--- src/rtl/sad_pkg.sv ---
// Shared types and defaults for the sum-of-absolute-differences engine.
package sad_pkg;

  localparam int unsigned N_DEF      = 16;
  localparam int unsigned DATA_W_DEF = 8;
  localparam int unsigned OUT_W_DEF  = 32;

  // Control states: waiting for start, accumulating N pairs, publishing result.
  typedef enum logic [1:0] {
    IDLE = 2'd0,
    ACC  = 2'd1,
    DONE = 2'd2
  } state_t;

  // |a-b| for default-width samples, computed one bit wider so no wrap occurs.
  function automatic logic [DATA_W_DEF-1:0] absdiff(
    input logic [DATA_W_DEF-1:0] a,
    input logic [DATA_W_DEF-1:0] b
  );
    logic [DATA_W_DEF:0] diff;
    logic [DATA_W_DEF:0] mag;
    diff = {1'b0, a} - {1'b0, b};
    mag  = diff[DATA_W_DEF] ? ((~diff) + (DATA_W_DEF+1)'(1)) : diff;
    return mag[DATA_W_DEF-1:0];
  endfunction

endpackage : sad_pkg

--- src/rtl/sad_absdiff.sv ---
// Combinational unsigned absolute difference of two DATA_W-bit samples.
// Ports:
//   a, b : unsigned samples
//   d_c  : |a-b|, same width as the samples
module sad_absdiff
  import sad_pkg::*;
#(
  parameter int unsigned DATA_W = DATA_W_DEF
) (
  input  logic [DATA_W-1:0] a,
  input  logic [DATA_W-1:0] b,
  output logic [DATA_W-1:0] d_c
);

  logic [DATA_W:0] diff;
  logic [DATA_W:0] mag;

  // Subtract at DATA_W+1 bits; the top bit is the borrow, i.e. b > a.
  always_comb begin
    diff = {1'b0, a} - {1'b0, b};
    mag  = diff[DATA_W] ? ((~diff) + (DATA_W+1)'(1)) : diff;
    d_c  = mag[DATA_W-1:0];
  end

endmodule : sad_absdiff

--- src/rtl/sad.sv ---
// Sum-of-absolute-differences engine. A one-cycle enb pulse in IDLE starts an
// operation that accumulates |dta_in-dtb_in| over N consecutive cycles, then
// publishes the total on dt_o, where it is held until the next completion.
// Ports:
//   clk    : rising-edge clock
//   enb    : start strobe, only looked at in IDLE
//   rst    : synchronous active-high reset
//   dta_in : sample A (unsigned)
//   dtb_in : sample B (unsigned)
//   dt_o   : result of the last completed operation (registered)
//   busy_o : high while an operation is in progress (state decode)
module sad
  import sad_pkg::*;
#(
  parameter int unsigned N      = N_DEF,
  parameter int unsigned DATA_W = DATA_W_DEF,
  parameter int unsigned OUT_W  = OUT_W_DEF
) (
  input  logic              clk,
  input  logic              enb,
  input  logic              rst,
  input  logic [DATA_W-1:0] dta_in,
  input  logic [DATA_W-1:0] dtb_in,
  output logic [OUT_W-1:0]  dt_o,
  output logic              busy_o
);

  localparam int unsigned CNT_W = (N > 1) ? $clog2(N) : 1;

  state_t             state_q, state_d;
  logic [OUT_W-1:0]   acc_q, acc_d;
  logic [CNT_W-1:0]   cnt_q, cnt_d;
  logic [OUT_W-1:0]   dt_d;
  logic [DATA_W-1:0]  ad_c;

  sad_absdiff #(
    .DATA_W (DATA_W)
  ) u_absdiff (
    .a   (dta_in),
    .b   (dtb_in),
    .d_c (ad_c)
  );

  // State, counter, accumulator and result registers.
  always_ff @(posedge clk) begin
    if (rst) begin
      state_q <= IDLE;
      acc_q   <= '0;
      cnt_q   <= '0;
      dt_o    <= '0;
    end else begin
      state_q <= state_d;
      acc_q   <= acc_d;
      cnt_q   <= cnt_d;
      dt_o    <= dt_d;
    end
  end

  // Next-state and datapath update.
  always_comb begin
    state_d = state_q;
    acc_d   = acc_q;
    cnt_d   = cnt_q;
    dt_d    = dt_o;
    unique case (state_q)
      IDLE: begin
        if (enb) begin
          acc_d   = '0;
          cnt_d   = '0;
          state_d = ACC;
        end
      end
      ACC: begin
        acc_d = acc_q + OUT_W'(ad_c);
        cnt_d = cnt_q + CNT_W'(1);
        if (cnt_q == CNT_W'(N - 1)) begin
          state_d = DONE;
        end
      end
      DONE: begin
        dt_d    = acc_q;
        state_d = IDLE;
      end
      default: begin
        state_d = IDLE;
      end
    endcase
  end

  assign busy_o = (state_q != IDLE);

endmodule : sad

--- config.mk ---
export PLATFORM = sky130hd
export DESIGN_NAME = sad
export DESIGN_NICKNAME = d
export VERILOG_FILES = /design/src/rtl/sad_pkg.sv /design/src/rtl/sad_absdiff.sv /design/src/rtl/sad.sv
export SDC_FILE = /design/constraint.sdc
export NUM_CORES = 1
export LEC_CHECK = 0
export CAP_MARGIN = 5
export CORE_MARGIN = 1.5
export CORE_UTILIZATION = 35
export CTS_CLUSTER_DIAMETER = 50
export DETAILED_ROUTE_END_ITERATION = 12
export HOLD_SLACK_MARGIN = 0.06
export PLACE_DENSITY_LB_ADDON = 0.08
export SLEW_MARGIN = 10
export SYNTH_ARGS = -nofsm -noshare
export SYNTH_HDL_FRONTEND = slang
export SYNTH_SLANG_ARGS = --single-unit
export TNS_END_PERCENT = 10
--- constraint.sdc ---
create_clock -name clk -period 8.1 [get_ports clk]
set_clock_uncertainty 0.05 [all_clocks]
set_input_delay 0.81 -clock clk [delete_from_list [all_inputs] [get_ports clk]]
set_output_delay 0.81 -clock clk [all_outputs]
set_load 0.02 [all_outputs]
==> impl_metrics.py <==
metrics = {
    "global_routing": {
        "grt_pass1_vias": 3164,
        "grt_max_degree": 71,
        "grt_first_pass_wirelength_um": 15100,
        "grt_use_total_pct": 16.6,
        "grt_antenna_before_repair": 0,
        "grt.overflow.total": 0,
    },
    "timing": {
        "setup_viol": 0,
        "worst_slack_ns": 3.21,
        "fin_crit_sh_pct": 60.3,
        "rsz0062_at_grt": "false",
        "tns_ns": 0,
        "final_hold_viol_count": 0,
        "min_period_ns": 4.89,
        "slew_viol_final": 0,
        "max_freq_mhz": 205,
        "worst_pin_slew_ns": 0.853,
        "slew-limit-headroom_pct": 42.9,
    },
    "clocking": {
        "cts_resized": 0,
        "htree_num_levels": 3,
        "cts_setup_buffers": 0,
        "clk_pin_slew_ns": 0.08,
        "root_buffer": "clkbuf_8",
        "clkLatencyLatePin_ns": 0.35,
        "clockBufferDepth": 2,
        "clkSinkCount": 70,
        "cts_buffers": 9,
        "cts_tree": "yes",
        "hold_buffers": 0,
    },
    "placed_design": {
        "gp_congestion": 0.860,
        "post-dp-hpwl_um": 6250,
        "port_buffers": 51,
        "dpl_cell_area_sq_um": 4400,
        "place_inst": 641,
        "post-place-ws_ns": 2.85,
    },
    "worst_setup_path": {
        "crit_required_ns": 8.33,
        "critPathLaunch": "dtb_in[0]",
        "cp.arrival_ns": 5.11,
        "critPathMaxFanout": 9,
        "critPathSlowestCell": "or4_1",
        "path_cells": "clkdlybuf4s50_1, ha_1, inv_1, fa_1, a211oi_1, o21ai_0, a21o_1, a21o_1, nor2b_1, xnor2_1, ha_1, nand3_1, o22a_1, a31oi_2, o211ai_4, or4_1, a21oi_1",
        "critPathCaptureType": "flop",
        "worstSetupPathType": "in2reg",
        "r2r-start": "acc_q[0]",
        "cp-start-kind": "input port",
        "critPathMaxStageDelay_ns": 0.55,
    },
    "route": {
        "vias": 3375,
        "ant_nets": 0,
        "routed_wirelength_um": 8910,
        "dr.pass1.iters": 4,
        "drc": 0,
        "vias_per_cell": 5.14,
        "wl_per_cell_um": 13.6,
        "drt_iter0_drc": 147,
    },
    "cells_and_area": {
        "drive_gt1_share_pct": 9.40,
        "diodes": 0,
        "ff_latch_area_sq_um": 1400,
        "fillers": 1073,
        "final_nets": 557,
        "multi_input_comb_area_sq_um": 2190,
        "area.growth.synth_to_final_pct": 22.7,
        "fin_area_sq_um": 4630,
        "layout_common_cells": "nand2_1 (92), dfxtp_1 (70), a21oi_1 (65)",
        "final_common_cell": "nand2_1",
        "fin_cells": 657,
    },
    "worst_hold_path": {
        "hold_class": "reg2reg",
        "hp-start": "dt_o[17]",
    },
    "die": {
        "dieArea_sq_um": 11400,
        "io_pins": 52,
        "start_util_pct": 36.2,
        "row_count": 37,
        "die_w_um": 107,
        "die_h_um": 107,
        "coreArea_sq_um": 10400,
    },
    "job": {
        "max_cap_viol_count": 0,
    },
    "power": {
        "total_power_mw": 0.875,
        "power_density_nw_per_um2": 189,
        "irDropWorstVdd_mv": 0.0747,
        "leakagePower_nw": 1.67,
    },
    "logic_synthesis": {
        "synth-async-reset-ratio_pct": 0,
        "ys.flop_type": "dfxtp_1",
        "synth-edff-count": 0,
        "ys_warn_count": 0,
        "ys_seq_elements": 70,
        "ys_types": 48,
        "syn_avg_cell_area_sq_um": 7.98,
        "synth_seq_area_share_pct": 37.1,
        "syn-num-nets": 514,
        "netlist_instances": 473,
        "syn-cell-area_sq_um": 3770,
    },
    "outcome": {
        "status": "finished, final reports clean",
    },
}
## layer usage
layer	global-route usage, %	wire length (um)	vias to the layer above
li1	-	-	1725
met1	20.6	4270	1594
met2	28.2	4280	47
met3	3.89	244	9
met4	5.81	110	0
met5	0	0	-
## cell families after synthesis
kind of cell / count (synthesis) / synth area share (%)
flip-flops: 70 / 37.1
AND/OR/NAND/NOR: 186 / 23.3
XOR/XNOR: 14 / 3.25
AO/OA/AOI/OAI: 115 / 18.7
adder cells (fa/ha/maj): 22 / 7.69
multiplexers: 17 / 4.97
buffers and inverters: 49 / 4.94
## registers in the layout, indices dropped and copies added (netlist names)
name and count:
state_q 2, cnt_q 4, dt_o 32, acc_q 32
## worst max-delay path, delay by kind of cell
family	cells	cell delay, ns
AOI/OAI and AO/OA	8	2.01
buffers and inverters	2	0.51
adders and majority gates	3	0.89
and+or+nand+nor	3	0.81
xor gates and xnor gates	1	0.08
## final timing paths
check         endpoint  slack, ns  depth (start not counted)
min reg2reg   dt_o[17]       0.40                          2
max          acc_q[25]       3.21                         17
max reg2reg  acc_q[22]       5.53                         10
min           dt_o[17]       0.40                          2
## through the flow
stage          hold slack, ns  utilization (%)
3_5_place_dp            0.397             42.2
3_3_place_gp            0.391             42.2
4_1_cts                 0.407             44.5
5_1_grt                 0.432             44.5
6_report                0.403             44.5
2_1_floorplan           0.382                -
## synthesized netlist by cell type, types with 2 or more instances
cell	number	share of area, %
nor2b_1	5	0.83
nand3_1	18	2.4
a31oi_1	3	0.50
a21o_1	2	0.40
or4_1	3	0.60
nor3_1	4	0.53
nand2_1	92	9.1
o21a_1	5	0.99
a21oi_1	65	8.6
o311ai_0	3	0.70
nand2b_1	4	0.66
inv_1	25	2.5
o21ai_1	2	0.27
xnor2_1	11	2.6
or3_1	5	0.83
and3_1	3	0.50
mux2i_1	3	0.80
ha_1	20	6.6
dfxtp_1	70	37
o211ai_1	11	2.2
and2_1	2	0.33
mux2_2	14	4.2
xor2_1	3	0.70
fa_1	2	1.1
nand3b_1	2	0.40
and3_2	2	0.40
clkbuf_1	22	2.2
o2111ai_1	8	1.9
o31ai_1	2	0.40
o21ai_0	8	1.1
nand4_1	2	0.33
nor2_1	36	3.6
## power by group
group	internal (mW)	total (mW)	leakage [nW]	switching (mW)
Sequential	0.352	0.361	0.565	0.00889
Combinational	0.0792	0.188	0.989	0.109
Clock	0.190	0.326	0.116	0.136
Total	0.621	0.875	1.67	0.254
## area by class of cell
| class | count | share of cell area (%) |
|---|---|---|
| clock inverters | 5 | 1.76 |
| clock buffers | 11 | 3.27 |
| well taps | 136 | 3.67 |
| inverters | 25 | 2.03 |
| multi-input cells | 354 | 47.3 |
| repair buffers | 56 | 11.7 |
| flip-flops and latches | 70 | 30.2 |
No activity file was read; power rests on OpenSTA's default activity.
==> variant 1: new RTL, same settings <==
Re-encode `state_t` (3 states) as one-hot, 3 bits wide.
--- a/src/rtl/sad_pkg.sv
+++ b/src/rtl/sad_pkg.sv
@@ -6,10 +6,10 @@
   localparam int unsigned OUT_W_DEF  = 32;
 
   // Control states: waiting for start, accumulating N pairs, publishing result.
-  typedef enum logic [1:0] {
-    IDLE = 2'd0,
-    ACC  = 2'd1,
-    DONE = 2'd2
+  typedef enum logic [2:0] {
+    IDLE = 3'b001,
+    ACC  = 3'b010,
+    DONE = 3'b100
   } state_t;
 
   // |a-b| for default-width samples, computed one bit wider so no wrap occurs.
Behaviour: same outputs for any inputs over 10 cycles, from zero or initial values and one cycle with rst high; not proved beyond that.
==> variant 1 against the original RTL <==
- combinational power decreased by 29%
- critical endpoint is now acc_q[22]
- synthesized cell count shrank 0.21%
- fmax down 2.2%
- total power decreased by 13%
- highest routed layer unchanged
- routed wire length fell by 2.5%
- via count fell by 0.71%
- worst setup slack worse by 0.11 ns
- sequential cell count increased by 1
- design area down 2.2%
- area after synthesis fell by 1.1%
==> variant 1: results (changes against the original RTL) <==
metric	value	unit	change
peakVddDrop	69.12	µV	was 74.73 µV
first_global_vias	3198		was 3,164
place_ws	2.710	ns	was 2.848 ns
reg2reg_slack	5.26	ns	was 5.53 ns
arrival	5.22	ns	was 5.11 ns
post_drt_wl_per_cell	13.29	µm	was 13.57 µm
reg2reg_depth	9		was 10
worstPathMaxFanout	8		was 9
placedCellCount	639		was 641
synth_compound_area_share	19.13	%	was 18.73%
synth_commonest_cells	nand2_1, dfxtp_1, a21oi_1		unchanged
nets	555		was 557
synth_seq_area_share	38.06	%	was 37.12%
dp_hpwl	6054	µm	was 6253 µm
vias_per_cell	5.124		was 5.137
initialDrtViolationCount	187		was 147
syn_nets	513		was 514
synth.area.top_cells	dfxtp_1, nand2_1, a21oi_1		unchanged
grt_first_pass_wirelength	15210	µm	was 15,120 µm
grt_max_degree	73		was 71
track_usage	16.54	%	was 16.64%
cpMaxStageDelayCell	clkdlybuf4s50_1		was or4_1
drive_above_1_share	7.336	%	was 9.405%
yosys.area_share.xor_xnor	3.752	%	was 3.248%
cpPeakStageDelay	0.46	ns	was 0.55 ns
final.setup.worst_slack	3.101	ns	was 3.212 ns
whs	0.4040	ns	was 0.4035 ns
max_slew_margin	23.92	%	was 42.91%
final_cells	654		was 657
status	finished, final reports clean		unchanged
gp_congestion	0.8260		was 0.8604
[variant 1: area by class of cell]
type                       count  area (µm²)
clock inverter                 6       62.56
clock buffer                   9       123.9
inverter                      17       63.81
multi-input combinational    361        2160
sequential                    71        1421
fill                        1091        5794
timing repair buffer          54       528.0
tap                          136       170.2
[variant 1: power by group]
group          total (mW)  internal, mW  switching, mW
clock               0.276         0.140          0.136
sequential          0.352         0.350        0.00187
combinational       0.133        0.0547         0.0787
[variant 1: layer usage]
metal / global-route usage, % / share of wire (%)
met1: 22.95 / 51
met2: 26.22 / 45
met3: 3.556 / 3.4
met4: 3.764 / 0.92
met5: 0 / 0
[variant 1: worst min-delay path by stage]
stage,from,to
after detailed placement,dt_o[30],dt_o[30]
after global placement,dt_o[26],dt_o[26]
after CTS,dt_o[30],dt_o[30]
after floorplan,acc_q[25],acc_q[25]
after global routing,dt_o[29],dt_o[29]
final,dt_o[28],dt_o[28]
==> variant 2: new RTL, same settings <==
Without the edit above. The package constant `OUT_W_DEF` goes from 32 to 64.
--- a/src/rtl/sad_pkg.sv
+++ b/src/rtl/sad_pkg.sv
@@ -3,7 +3,7 @@
 
   localparam int unsigned N_DEF      = 16;
   localparam int unsigned DATA_W_DEF = 8;
-  localparam int unsigned OUT_W_DEF  = 32;
+  localparam int unsigned OUT_W_DEF  = 64;
 
   // Control states: waiting for start, accumulating N pairs, publishing result.
   typedef enum logic [1:0] {
Interface: changed (resized dt_o); port bits go from 52 to 84. No check against the original RTL was run, so the function may have changed too.
==> variant 2 against the original RTL <==
- sequential cell count is 64 higher
- via count grew 76%
- count of clock-buffer cells in the layout grew 8
- routed wire length grew 84%
- worst setup slack worse by 0.37 ns
- area after synthesis increased by 71%
- utilization grew 0.098 points
- design area rose by 73%
- total power is 87% higher
- fmax down 7.1%
- synthesized cell count is 69% higher
- critical path type unchanged
- critical endpoint is now acc_q[58]
==> variant 2: results (changes against the original RTL) <==
metric	value	unit	change
post_drt_wl_per_cell	14.86	µm	was 13.57 µm
first_global_vias	5675		was 3,164
clock_latency	0.43	ns	was 0.35 ns
wl_met2	7592	µm	was 4284 µm
initialDrtViolationCount	302		was 147
grt_max_degree	74		was 71
internal_power	1.210	mW	was 621.3 µW
worstPathMaxFanout	15		was 9
dp_hpwl	10850	µm	was 6253 µm
cpMaxStageDelayCell	a211oi_2		was or4_1
nets	900		was 557
cts.htree.levels	4		was 3
track_usage	17.23	%	was 16.64%
p_leak	2.776	nW	was 1.669 nW
yosys.area_share.xor_xnor	2.038	%	was 3.248%
met1_usage	21.87	%	was 20.62%
cts-root-buf	clkbuf_16		was clkbuf_8
drive_above_1_share	6.300	%	was 9.405%
synthAdderAreaFrac	4.308	%	was 7.690%
synth_mux_area_share	1.339	%	was 4.972%
synth_commonest_cells	nand2_1, dfxtp_1, a21oi_1		unchanged
numCtsBuffers	17		was 9
synth_compound_area_share	21.04	%	was 18.73%
peakVddDrop	161.9	µV	was 74.73 µV
via_count	5945		was 3,375
synth_seq_area_share	41.61	%	was 37.12%
met1Wirelength	7847	µm	was 4274 µm
wl_met3	637	µm	was 244 µm
p_comb_share	11.0	%	was 21.5%
grt_first_pass_wirelength	27430	µm	was 15,120 µm
status	finished, final reports clean		unchanged
-- variant 2: cell count changes in the layout (fill, tap and decap cells not counted), moves of 9 or more --
cell	before	now
o41ai_1	0	9
nand2_1	92	173
clkbuf_8	11	2
clkbuf_16	0	17
o211ai_1	11	21
nand4_1	2	14
nand3_1	18	30
a21oi_1	65	103
o31ai_1	2	15
dfxtp_1	70	134
or4_1	3	15
clkdlybuf4s50_1	50	82
mux2_2	14	3
-- variant 2: stage by stage --
step                      setup WS, ns  area [µm²]
final                            2.837        8035
after floorplan                  3.524        6447
after global placement           2.508        7436
after global routing             2.488        8035
after CTS                        2.852        8035
after detailed placement         2.397        7436
-- variant 2: final timing paths --
check | cells after the start | slack, ns | startpoint | end
setup / recovery | 17 | 2.84 | dtb_in[0] | acc_q[58]
hold reg to reg | 2 | 0.40 | dt_o[57] | dt_o[57]
hold / removal | 2 | 0.40 | dt_o[57] | dt_o[57]
setup reg to reg | 9 | 4.92 | acc_q[0] | acc_q[58]
-- variant 2: area by class of cell --
type / count / area share [%]
flip-flops and latches: 134 / 33.39
clock buffers: 19 / 5.637
inverters: 26 / 1.215
repair buffers: 89 / 10.87
well taps: 229 / 3.566
multi-input cells: 592 / 43.51
clock inverters: 13 / 1.822
-- variant 2: logic make-up (layout without fill, tap and decap cells) --
| kind of cell | Yosys count | after routing |
|---|---|---|
| AO/OA/AOI/OAI | 211 | 211 |
| multiplexers | 8 | 8 |
| adder cells (fa/ha/maj) | 21 | 21 |
| flip-flops | 134 | 134 |
| buffers and inverters | 72 | 147 |
| XOR/XNOR | 15 | 15 |
| AND/OR/NAND/NOR | 337 | 337 |
-- variant 2: worst max-delay path, delay by kind of cell --
kind            cells  cell delay [ns]
compound gates      7             2.04
buf+inv             3             0.57
simple gates        2             0.52
fa+ha+maj           3             0.95
mux                 2             0.62
